File: config.mk
export PLATFORM = sky130hd
export DESIGN_NAME = bp_cce_pending_bits_table_flat
export DESIGN_NICKNAME = d
export VERILOG_FILES = /design/src/rtl/bp_cce_pending_bits_table_if.sv /design/src/rtl/bp_cce_pending_bits_table.sv /design/src/flat_wrapper.sv
export SDC_FILE = /design/constraint.sdc
export NUM_CORES = 1
export LEC_CHECK = 0
export ABC_AREA = 1
export BUFFER_PORTS_ARGS = -buffer_cell sky130_fd_sc_hd__buf_2
export CAP_MARGIN = 20
export CORE_ASPECT_RATIO = 1.1
export CORE_MARGIN = 2
export CORE_UTILIZATION = 25
export DETAILED_ROUTE_END_ITERATION = 7
export GPL_TIMING_DRIVEN = 0
export PLACE_DENSITY_LB_ADDON = 0.2
export SETUP_SLACK_MARGIN = 0.1
export SLEW_MARGIN = 20
export SYNTH_ARGS = -nofsm -noshare
export SYNTH_HDL_FRONTEND = slang
export SYNTH_SLANG_ARGS = --single-unit
File: constraint.sdc
create_clock -name clk_i -period 8 [get_ports clk_i]
set_input_delay 0 -clock clk_i [delete_from_list [all_inputs] [get_ports clk_i]]
set_output_delay 0 -clock clk_i [all_outputs]
set_load 0.01 [all_outputs]
File: src/rtl/bp_cce_pending_bits_table_if.sv
// rtl/bp_cce_pending_bits_table_if.sv - request/response bundle for the CCE pending bits table
//
// Purpose: carries the pending-write, read, bulk-clear and error-flag
// signals between a requester (master) and the pending bits table (slave).
// Signal names keep their table-side direction suffix (_i into the table,
// _o out of the table).
//   w_v_i / w_addr_i / w_addr_bypass_i / pending_i : pending write
//   r_v_i / r_addr_i / r_addr_bypass_i             : read request
//   pending_v_o / pending_o                        : read response
//   clear_v_i / busy_o                             : bulk clear sweep
//   err_clr_i / overflow_o / underflow_o           : sticky error flags
interface bp_cce_pending_bits_table_if #(
  parameter int paddr_width_p = 40
) ();
  logic                     w_v_i;
  logic [paddr_width_p-1:0] w_addr_i;
  logic                     w_addr_bypass_i;
  logic                     pending_i;
  logic                     r_v_i;
  logic [paddr_width_p-1:0] r_addr_i;
  logic                     r_addr_bypass_i;
  logic                     pending_v_o;
  logic                     pending_o;
  logic                     clear_v_i;
  logic                     busy_o;
  logic                     err_clr_i;
  logic                     overflow_o;
  logic                     underflow_o;

  modport master (
    output w_v_i, w_addr_i, w_addr_bypass_i, pending_i,
    output r_v_i, r_addr_i, r_addr_bypass_i,
    output clear_v_i, err_clr_i,
    input  pending_v_o, pending_o, busy_o, overflow_o, underflow_o
  );

  modport slave (
    input  w_v_i, w_addr_i, w_addr_bypass_i, pending_i,
    input  r_v_i, r_addr_i, r_addr_bypass_i,
    input  clear_v_i, err_clr_i,
    output pending_v_o, pending_o, busy_o, overflow_o, underflow_o
  );
endinterface

File: src/rtl/bp_cce_pending_bits_table.sv
// rtl/bp_cce_pending_bits_table.sv - per-way-group saturating pending counters for the CCE
//
// Purpose: one saturating counter per way group. Pending writes increment,
// clearing writes decrement; a way group is pending iff its counter is
// non-zero. A bulk-clear sweep zeroes one entry per cycle. Over/underflow
// attempts hold the counter and set sticky error flags.
// Ports:
//   clk_i   : clock
//   reset_i : asynchronous active-high reset
//   bus     : slave side of bp_cce_pending_bits_table_if (write, read,
//             clear, error-flag signals; all outputs registered)
module bp_cce_pending_bits_table #(
  parameter int paddr_width_p        = 40,
  parameter int num_way_groups_p     = 64,
  parameter int block_offset_width_p = 6,
  parameter int cnt_width_p          = 4
) (
  input logic                         clk_i,
  input logic                         reset_i,
  bp_cce_pending_bits_table_if.slave  bus
);

  localparam int idx_width_lp = $clog2(num_way_groups_p);
  localparam logic [idx_width_lp-1:0] idx_last_lp = idx_width_lp'(num_way_groups_p - 1);
  localparam logic [cnt_width_p-1:0]  cnt_max_lp  = '1;

  typedef enum logic {e_ready, e_clear} state_e;

  state_e                  state_q, state_d;
  logic [idx_width_lp-1:0] sweep_idx_q, sweep_idx_d;
  logic [cnt_width_p-1:0]  cnt_q [num_way_groups_p];
  logic [cnt_width_p-1:0]  cnt_d [num_way_groups_p];
  logic                    busy_q, busy_d;
  logic                    pending_v_q, pending_v_d;
  logic                    pending_q, pending_d;
  logic                    overflow_q, overflow_d;
  logic                    underflow_q, underflow_d;

  logic [idx_width_lp-1:0] w_idx, r_idx;
  logic [cnt_width_p-1:0]  w_cur, w_next, r_post;
  logic                    blocked, w_fire, w_at_max, w_at_zero;
  logic                    ovf_evt, udf_evt;

  // Only index bits select an entry; everything else in the address aliases.
  logic unused_addr_bits;
  assign unused_addr_bits = ^{bus.w_addr_i, bus.r_addr_i};

  always_comb begin
    w_idx = bus.w_addr_bypass_i ? bus.w_addr_i[idx_width_lp-1:0]
                                : bus.w_addr_i[block_offset_width_p +: idx_width_lp];
    r_idx = bus.r_addr_bypass_i ? bus.r_addr_i[idx_width_lp-1:0]
                                : bus.r_addr_i[block_offset_width_p +: idx_width_lp];
  end

  // Sweep FSM: next-state logic. clear_v_i is only sampled in e_ready, so a
  // clear request during a sweep does not restart it.
  always_comb begin
    state_d     = state_q;
    sweep_idx_d = sweep_idx_q;
    unique case (state_q)
      e_ready: begin
        if (bus.clear_v_i) begin
          state_d     = e_clear;
          sweep_idx_d = '0;
        end
      end
      e_clear: begin
        sweep_idx_d = sweep_idx_q + 1'b1;
        if (sweep_idx_q == idx_last_lp) begin
          state_d = e_ready;
        end
      end
      default: state_d = e_ready;
    endcase
  end

  // The table is unavailable while sweeping and in the cycle a sweep starts:
  // writes are dropped and reads answer "pending" so requesters stall.
  always_comb begin
    blocked   = (state_q != e_ready) || bus.clear_v_i;
    w_fire    = bus.w_v_i && !blocked;
    w_cur     = cnt_q[w_idx];
    w_at_max  = (w_cur == cnt_max_lp);
    w_at_zero = (w_cur == '0);
    if (bus.pending_i) begin
      w_next = w_at_max ? w_cur : w_cur + 1'b1;
    end else begin
      w_next = w_at_zero ? w_cur : w_cur - 1'b1;
    end
    ovf_evt = w_fire &&  bus.pending_i && w_at_max;
    udf_evt = w_fire && !bus.pending_i && w_at_zero;
  end

  // Counter array next state. Sweep and write never coincide since writes
  // are blocked outside e_ready.
  always_comb begin
    cnt_d = cnt_q;
    if (state_q == e_clear) begin
      cnt_d[sweep_idx_q] = '0;
    end
    if (w_fire) begin
      cnt_d[w_idx] = w_next;
    end
  end

  // Read response with write-first forwarding of a same-cycle write.
  always_comb begin
    r_post      = (w_fire && (w_idx == r_idx)) ? w_next : cnt_q[r_idx];
    pending_v_d = bus.r_v_i;
    pending_d   = pending_q;
    if (bus.r_v_i) begin
      pending_d = blocked ? 1'b1 : (r_post != '0);
    end
    busy_d      = (state_d == e_clear);
    // A new error in the same cycle beats err_clr_i.
    overflow_d  = ovf_evt || (overflow_q  && !bus.err_clr_i);
    underflow_d = udf_evt || (underflow_q && !bus.err_clr_i);
  end

  always_ff @(posedge clk_i or posedge reset_i) begin
    if (reset_i) begin
      state_q     <= e_ready;
      sweep_idx_q <= '0;
      busy_q      <= 1'b0;
      pending_v_q <= 1'b0;
      pending_q   <= 1'b0;
      overflow_q  <= 1'b0;
      underflow_q <= 1'b0;
      for (int i = 0; i < num_way_groups_p; i++) begin
        cnt_q[i] <= '0;
      end
    end else begin
      state_q     <= state_d;
      sweep_idx_q <= sweep_idx_d;
      busy_q      <= busy_d;
      pending_v_q <= pending_v_d;
      pending_q   <= pending_d;
      overflow_q  <= overflow_d;
      underflow_q <= underflow_d;
      for (int i = 0; i < num_way_groups_p; i++) begin
        cnt_q[i] <= cnt_d[i];
      end
    end
  end

  assign bus.pending_v_o = pending_v_q;
  assign bus.pending_o   = pending_q;
  assign bus.busy_o      = busy_q;
  assign bus.overflow_o  = overflow_q;
  assign bus.underflow_o = underflow_q;

endmodule

File: src/flat_wrapper.sv
// flat-port wrapper written by rule: the top's interface ports become plain ports
module bp_cce_pending_bits_table_flat 
#(
  parameter int paddr_width_p        = 40,
  parameter int num_way_groups_p     = 64,
  parameter int block_offset_width_p = 6,
  parameter int cnt_width_p          = 4
)
  (clk_i, reset_i, bus_w_v_i, bus_w_addr_i, bus_w_addr_bypass_i, bus_pending_i, bus_r_v_i, bus_r_addr_i, bus_r_addr_bypass_i, bus_clear_v_i, bus_err_clr_i, bus_pending_v_o, bus_pending_o, bus_busy_o, bus_overflow_o, bus_underflow_o);
  bp_cce_pending_bits_table_if #(.paddr_width_p(paddr_width_p)) bus_i ();
  input logic clk_i;
  input logic reset_i;
  input wire logic [$bits(bus_i.w_v_i)-1:0] bus_w_v_i;
  input wire logic [$bits(bus_i.w_addr_i)-1:0] bus_w_addr_i;
  input wire logic [$bits(bus_i.w_addr_bypass_i)-1:0] bus_w_addr_bypass_i;
  input wire logic [$bits(bus_i.pending_i)-1:0] bus_pending_i;
  input wire logic [$bits(bus_i.r_v_i)-1:0] bus_r_v_i;
  input wire logic [$bits(bus_i.r_addr_i)-1:0] bus_r_addr_i;
  input wire logic [$bits(bus_i.r_addr_bypass_i)-1:0] bus_r_addr_bypass_i;
  input wire logic [$bits(bus_i.clear_v_i)-1:0] bus_clear_v_i;
  input wire logic [$bits(bus_i.err_clr_i)-1:0] bus_err_clr_i;
  output wire logic [$bits(bus_i.pending_v_o)-1:0] bus_pending_v_o;
  output wire logic [$bits(bus_i.pending_o)-1:0] bus_pending_o;
  output wire logic [$bits(bus_i.busy_o)-1:0] bus_busy_o;
  output wire logic [$bits(bus_i.overflow_o)-1:0] bus_overflow_o;
  output wire logic [$bits(bus_i.underflow_o)-1:0] bus_underflow_o;
  assign bus_i.w_v_i = bus_w_v_i;
  assign bus_i.w_addr_i = bus_w_addr_i;
  assign bus_i.w_addr_bypass_i = bus_w_addr_bypass_i;
  assign bus_i.pending_i = bus_pending_i;
  assign bus_i.r_v_i = bus_r_v_i;
  assign bus_i.r_addr_i = bus_r_addr_i;
  assign bus_i.r_addr_bypass_i = bus_r_addr_bypass_i;
  assign bus_i.clear_v_i = bus_clear_v_i;
  assign bus_i.err_clr_i = bus_err_clr_i;
  assign bus_pending_v_o = bus_i.pending_v_o;
  assign bus_pending_o = bus_i.pending_o;
  assign bus_busy_o = bus_i.busy_o;
  assign bus_overflow_o = bus_i.overflow_o;
  assign bus_underflow_o = bus_i.underflow_o;
  bp_cce_pending_bits_table #(.paddr_width_p(paddr_width_p), .num_way_groups_p(num_way_groups_p), .block_offset_width_p(block_offset_width_p), .cnt_width_p(cnt_width_p)) u_core (.clk_i(clk_i), .reset_i(reset_i), .bus(bus_i));
endmodule
==> flow_metrics.env <==
export IMPL_dp_cells=3613
export IMPL_overflow=0
export IMPL_htree_levels=2
export IMPL_dieHeight_um=280.3
export IMPL_top_layer_used="met5"
export IMPL_seq_area_frac_synth=0.3850
export IMPL_met2_wirelength_um=44120
export IMPL_rsz0062_at_grt="false"
export IMPL_dp_slack_ns=3.393
export IMPL_dr_pass1_iters=8
export IMPL_drtIter0Drc=2880
export IMPL_synth_area_um2=17350
export IMPL_path_max_fanout=10
export IMPL_synth_cell_type_count=38
export IMPL_final_max_slew_viol_count=0
export IMPL_die_w_um=255.2
export IMPL_root_buffer="clkbuf_16"
export IMPL_synth_fp_nets=2732
export IMPL_grt_antenna_before_repair=5
export IMPL_cts_max_path_buffers=3
export IMPL_io_pins=94
export IMPL_crit_slowest_cell="clkbuf_1"
export IMPL_clock_latency_ns=0.59
export IMPL_drive_gt1_frac=0.08711
export IMPL_fin_util=0.2937
export IMPL_netlist_instances=2640
export IMPL_path_buf_inv=7
export IMPL_final_setup_viol_count=0
export IMPL_crit_chain="buf_2 > buf_6 > nand2_1 > nand2_2 > clkbuf_1 > nand2_1 > nand2_1 > nand2_1 > nand2_1 > nor2_1 > nand2_2 > inv_2 > ha_1 > inv_1 > nor2_4 > nand2_2 > nand3_1 > nand2_1 > clkbuf_1 > o21ai_0 > inv_1"
export IMPL_ys_flop_type="dfrtp_1"
export IMPL_crit_path_end_kind="register"
export IMPL_netSwitchingFraction=0.4332
export IMPL_fin_nets=2823
export IMPL_power_switching_w=0.002387
export IMPL_critical_path_top_delay_family="buffers and inverters"
export IMPL_critPathMaxStageDelay_ns=1.00
export IMPL_synth_top_area_frac=0.3850
export IMPL_status="complete, no violations"
export IMPL_finalPower_w=0.005512
export IMPL_grtUsageTotal=0.2969
export IMPL_crit_top_cell="nand2_1"
export IMPL_wl_per_cell_um=29.10
export IMPL_pwr_share_comb=0.351
export IMPL_vias_per_cell=5.442
export IMPL_power_share_sequential=0.326
export IMPL_synth_top_area_cell="dfrtp_1"
export IMPL_drc_errors=0
export IMPL_clk_pin_slew_ns=0.06
export IMPL_avgSynthCellArea_um2=6.574
export IMPL_cp_required_ns=8.50
export IMPL_powerDensity_nw_per_um2=272.5
export IMPL_wirelength_met1_um=43290
export IMPL_numCtsBuffers=34
export IMPL_gp_congestion=1.035
export IMPL_clockPowerShare=0.322
export IMPL_core_area_um2=68870
export IMPL_cts_sinks=267
export IMPL_fin_worst_skew_ns=0.03519
export IMPL_wl_met3_um=12370
export IMPL_setup_ws_ns=3.656
export IMPL_yosysWarnings=0
export IMPL_internal_power_w=0.003124
export IMPL_fmax_mhz=230.2
export IMPL_ys_seq_elements=267
export IMPL_synthTopCellsByArea="dfrtp_1, nand2_1, o21ai_0"
export IMPL_rrSetupSlack_ns=4.38
export IMPL_min_period_ns=4.344
export IMPL_rows=101
export IMPL_port_buffers=36
export IMPL_hold_path_class="primary input to async pin"
export IMPL_critPathKind="primary input to register"
export IMPL_maxCapViolCount=0
export IMPL_postRouteAntennaNets=0
export IMPL_async_flop_share=1.000
export IMPL_yosysMostFrequentCell="nand2_1"
export IMPL_tns_ns=0
export IMPL_max_vdd_ir_drop_uv=196.0
export IMPL_grt_pass1_vias=18340
export IMPL_grt_pass1_wl_um=146100
export IMPL_tightest_slew_ns=1.355
export IMPL_dp_hpwl_um=75420
export IMPL_hold_viol=0
export IMPL_power_leakage_nw=9.606
export IMPL_grt_max_degree=94
export IMPL_tritoncts="done"
export IMPL_via_count=20050
export IMPL_synth_edf_count=0
export IMPL_finalCritPeriodShare=0.5430
export IMPL_start_kind="primary input"
export IMPL_fillCellCount=7717
export IMPL_worst_endpoint_arrival_ns=4.84
export IMPL_initial_utilization=0.2520
export IMPL_final_cells=3684
export IMPL_synth_common_cells="nand2_1, o21ai_0, inv_1, dfrtp_1, nor2_1"
export IMPL_wl_um=107200
export IMPL_die_area_um2=71540
export IMPL_area_delta_synth_final_pct=16.54
export IMPL_relSlewSlack=0.09669
==> per-layer routing <==
layer,vias up,track usage
met5,-,0
met4,10,0.1718
met3,362,0.07691
met2,1365,0.4294
met1,9595,0.3970
li1,8717,-
==> metrics by stage <==
| stage | area [um^2] | hold slack [ns] |
|---|---|---|
| global placement | 18690 | 0.1388 |
| floorplan | 17350 | 0.03143 |
| CTS | 20160 | 0.09724 |
| global route | 20220 | 0.1259 |
| detailed placement | 18840 | 0.1394 |
| finish | 20220 | 0.07847 |
==> cell families (layout without fill, tap and decap cells) <==
group	after synthesis	in the layout	share of synthesized area
buf+inv	447	562	0.1063
other cells	0	2	0
simple gates	1317	1317	0.3130
flops	267	267	0.3850
compound gates	605	605	0.1930
xor+xnor	1	1	0.0005048
fa+ha+maj	3	3	0.002163
==> path summary, 6_finish.rpt <==
| path | from | endpoint | depth (start not counted) |
|---|---|---|---|
| setup / recovery | bus_w_addr_bypass_i | u_core.cnt_q[94]$_DFF_PP0_ | 21 |
| hold / removal | reset_i | u_core.cnt_q[215]$_DFF_PP0_ | 3 |
| setup reg to reg | u_core.cnt_q[93]$_DFF_PP0_ | u_core.cnt_q[94]$_DFF_PP0_ | 20 |
| min in group clk_i | bus_r_v_i | u_core.bus.pending_v_o$_DFF_PP0_ | 2 |
| hold reg to reg | u_core.cnt_q[151]$_DFF_PP0_ | u_core.cnt_q[151]$_DFF_PP0_ | 2 |
| max in group asynchronous | reset_i | u_core.cnt_q[19]$_DFF_PP0_ | 4 |
==> flip-flops by register name, summed over array words and instances (netlist names) <==
signal	cells
u_core.bus.overflow_o	1
u_core.bus.pending_o	1
u_core.bus.pending_v_o	1
u_core.bus.underflow_o	1
u_core.cnt_q	256
u_core.state_q	1
u_core.sweep_idx_q	6
==> layout by cell type (no fill, tap or decap), drive strengths merged, types with 4 or more instances in the layout <==
cell           n
a21oi         80
buf          117
bufinv         6
clkbuf       102
clkinvlp       4
dfrtp        267
dlygate4sd3    6
inv          325
nand2        846
nand3        198
nand3b        12
nand4          6
nor2         224
nor3          19
o211ai        68
o21ai        413
o221ai         5
o22ai         34
or2            9
==> area by class of cell <==
cell class | instances | area [um^2] | area share
multi-input cells | 1926 | 8866 | 0.4384
clock inverters | 11 | 215.2 | 0.01064
plain buffers | 121 | 623.1 | 0.03081
diodes | 2 | 5.005 | 0.0002475
inverters | 326 | 1231 | 0.06088
clock buffers | 49 | 1041 | 0.05147
repair buffers | 55 | 401.6 | 0.01986
well taps | 927 | 1160 | 0.05735
flip-flops and latches | 267 | 6681 | 0.3304
==> power groups by stage <==
stage          registers [W]  clock network [W]  logic [W]
2_1_floorplan        0.00171                  0    0.00103
3_3_place_gp         0.00181                  0    0.00183
4_1_cts              0.00179            0.00179    0.00185
3_5_place_dp         0.00180                  0    0.00184
6_report             0.00180            0.00178    0.00194
5_1_grt              0.00181            0.00183    0.00203
==> worst reg2reg max path, cell delays in order (launching register included) <==
cell	delay (ns)
dfrtp_1	0.41
nand2_1	0.07
nand2_1	0.07
nand2_1	0.04
nand2_1	0.12
nand2_1	0.05
nand2_1	0.10
nand2_1	0.12
nand2_1	0.16
nor2_1	0.08
nand2_2	0.18
inv_1	0.11
ha_1	0.21
inv_1	0.11
nor2_4	0.05
nand2_2	0.09
nand3_1	0.10
nand2_1	0.33
clkbuf_1	0.81
o21ai_0	0.21
inv_1	0.09
==> what timing repair did <==
action | in CTS | in global routing
gates resized for setup | 0 | 0
hold buffers | 6 | 0
endpoints found under the hold margin | 94 | 0
buffers inserted | 0 | 0
No activity file was read; power rests on OpenSTA's default activity.
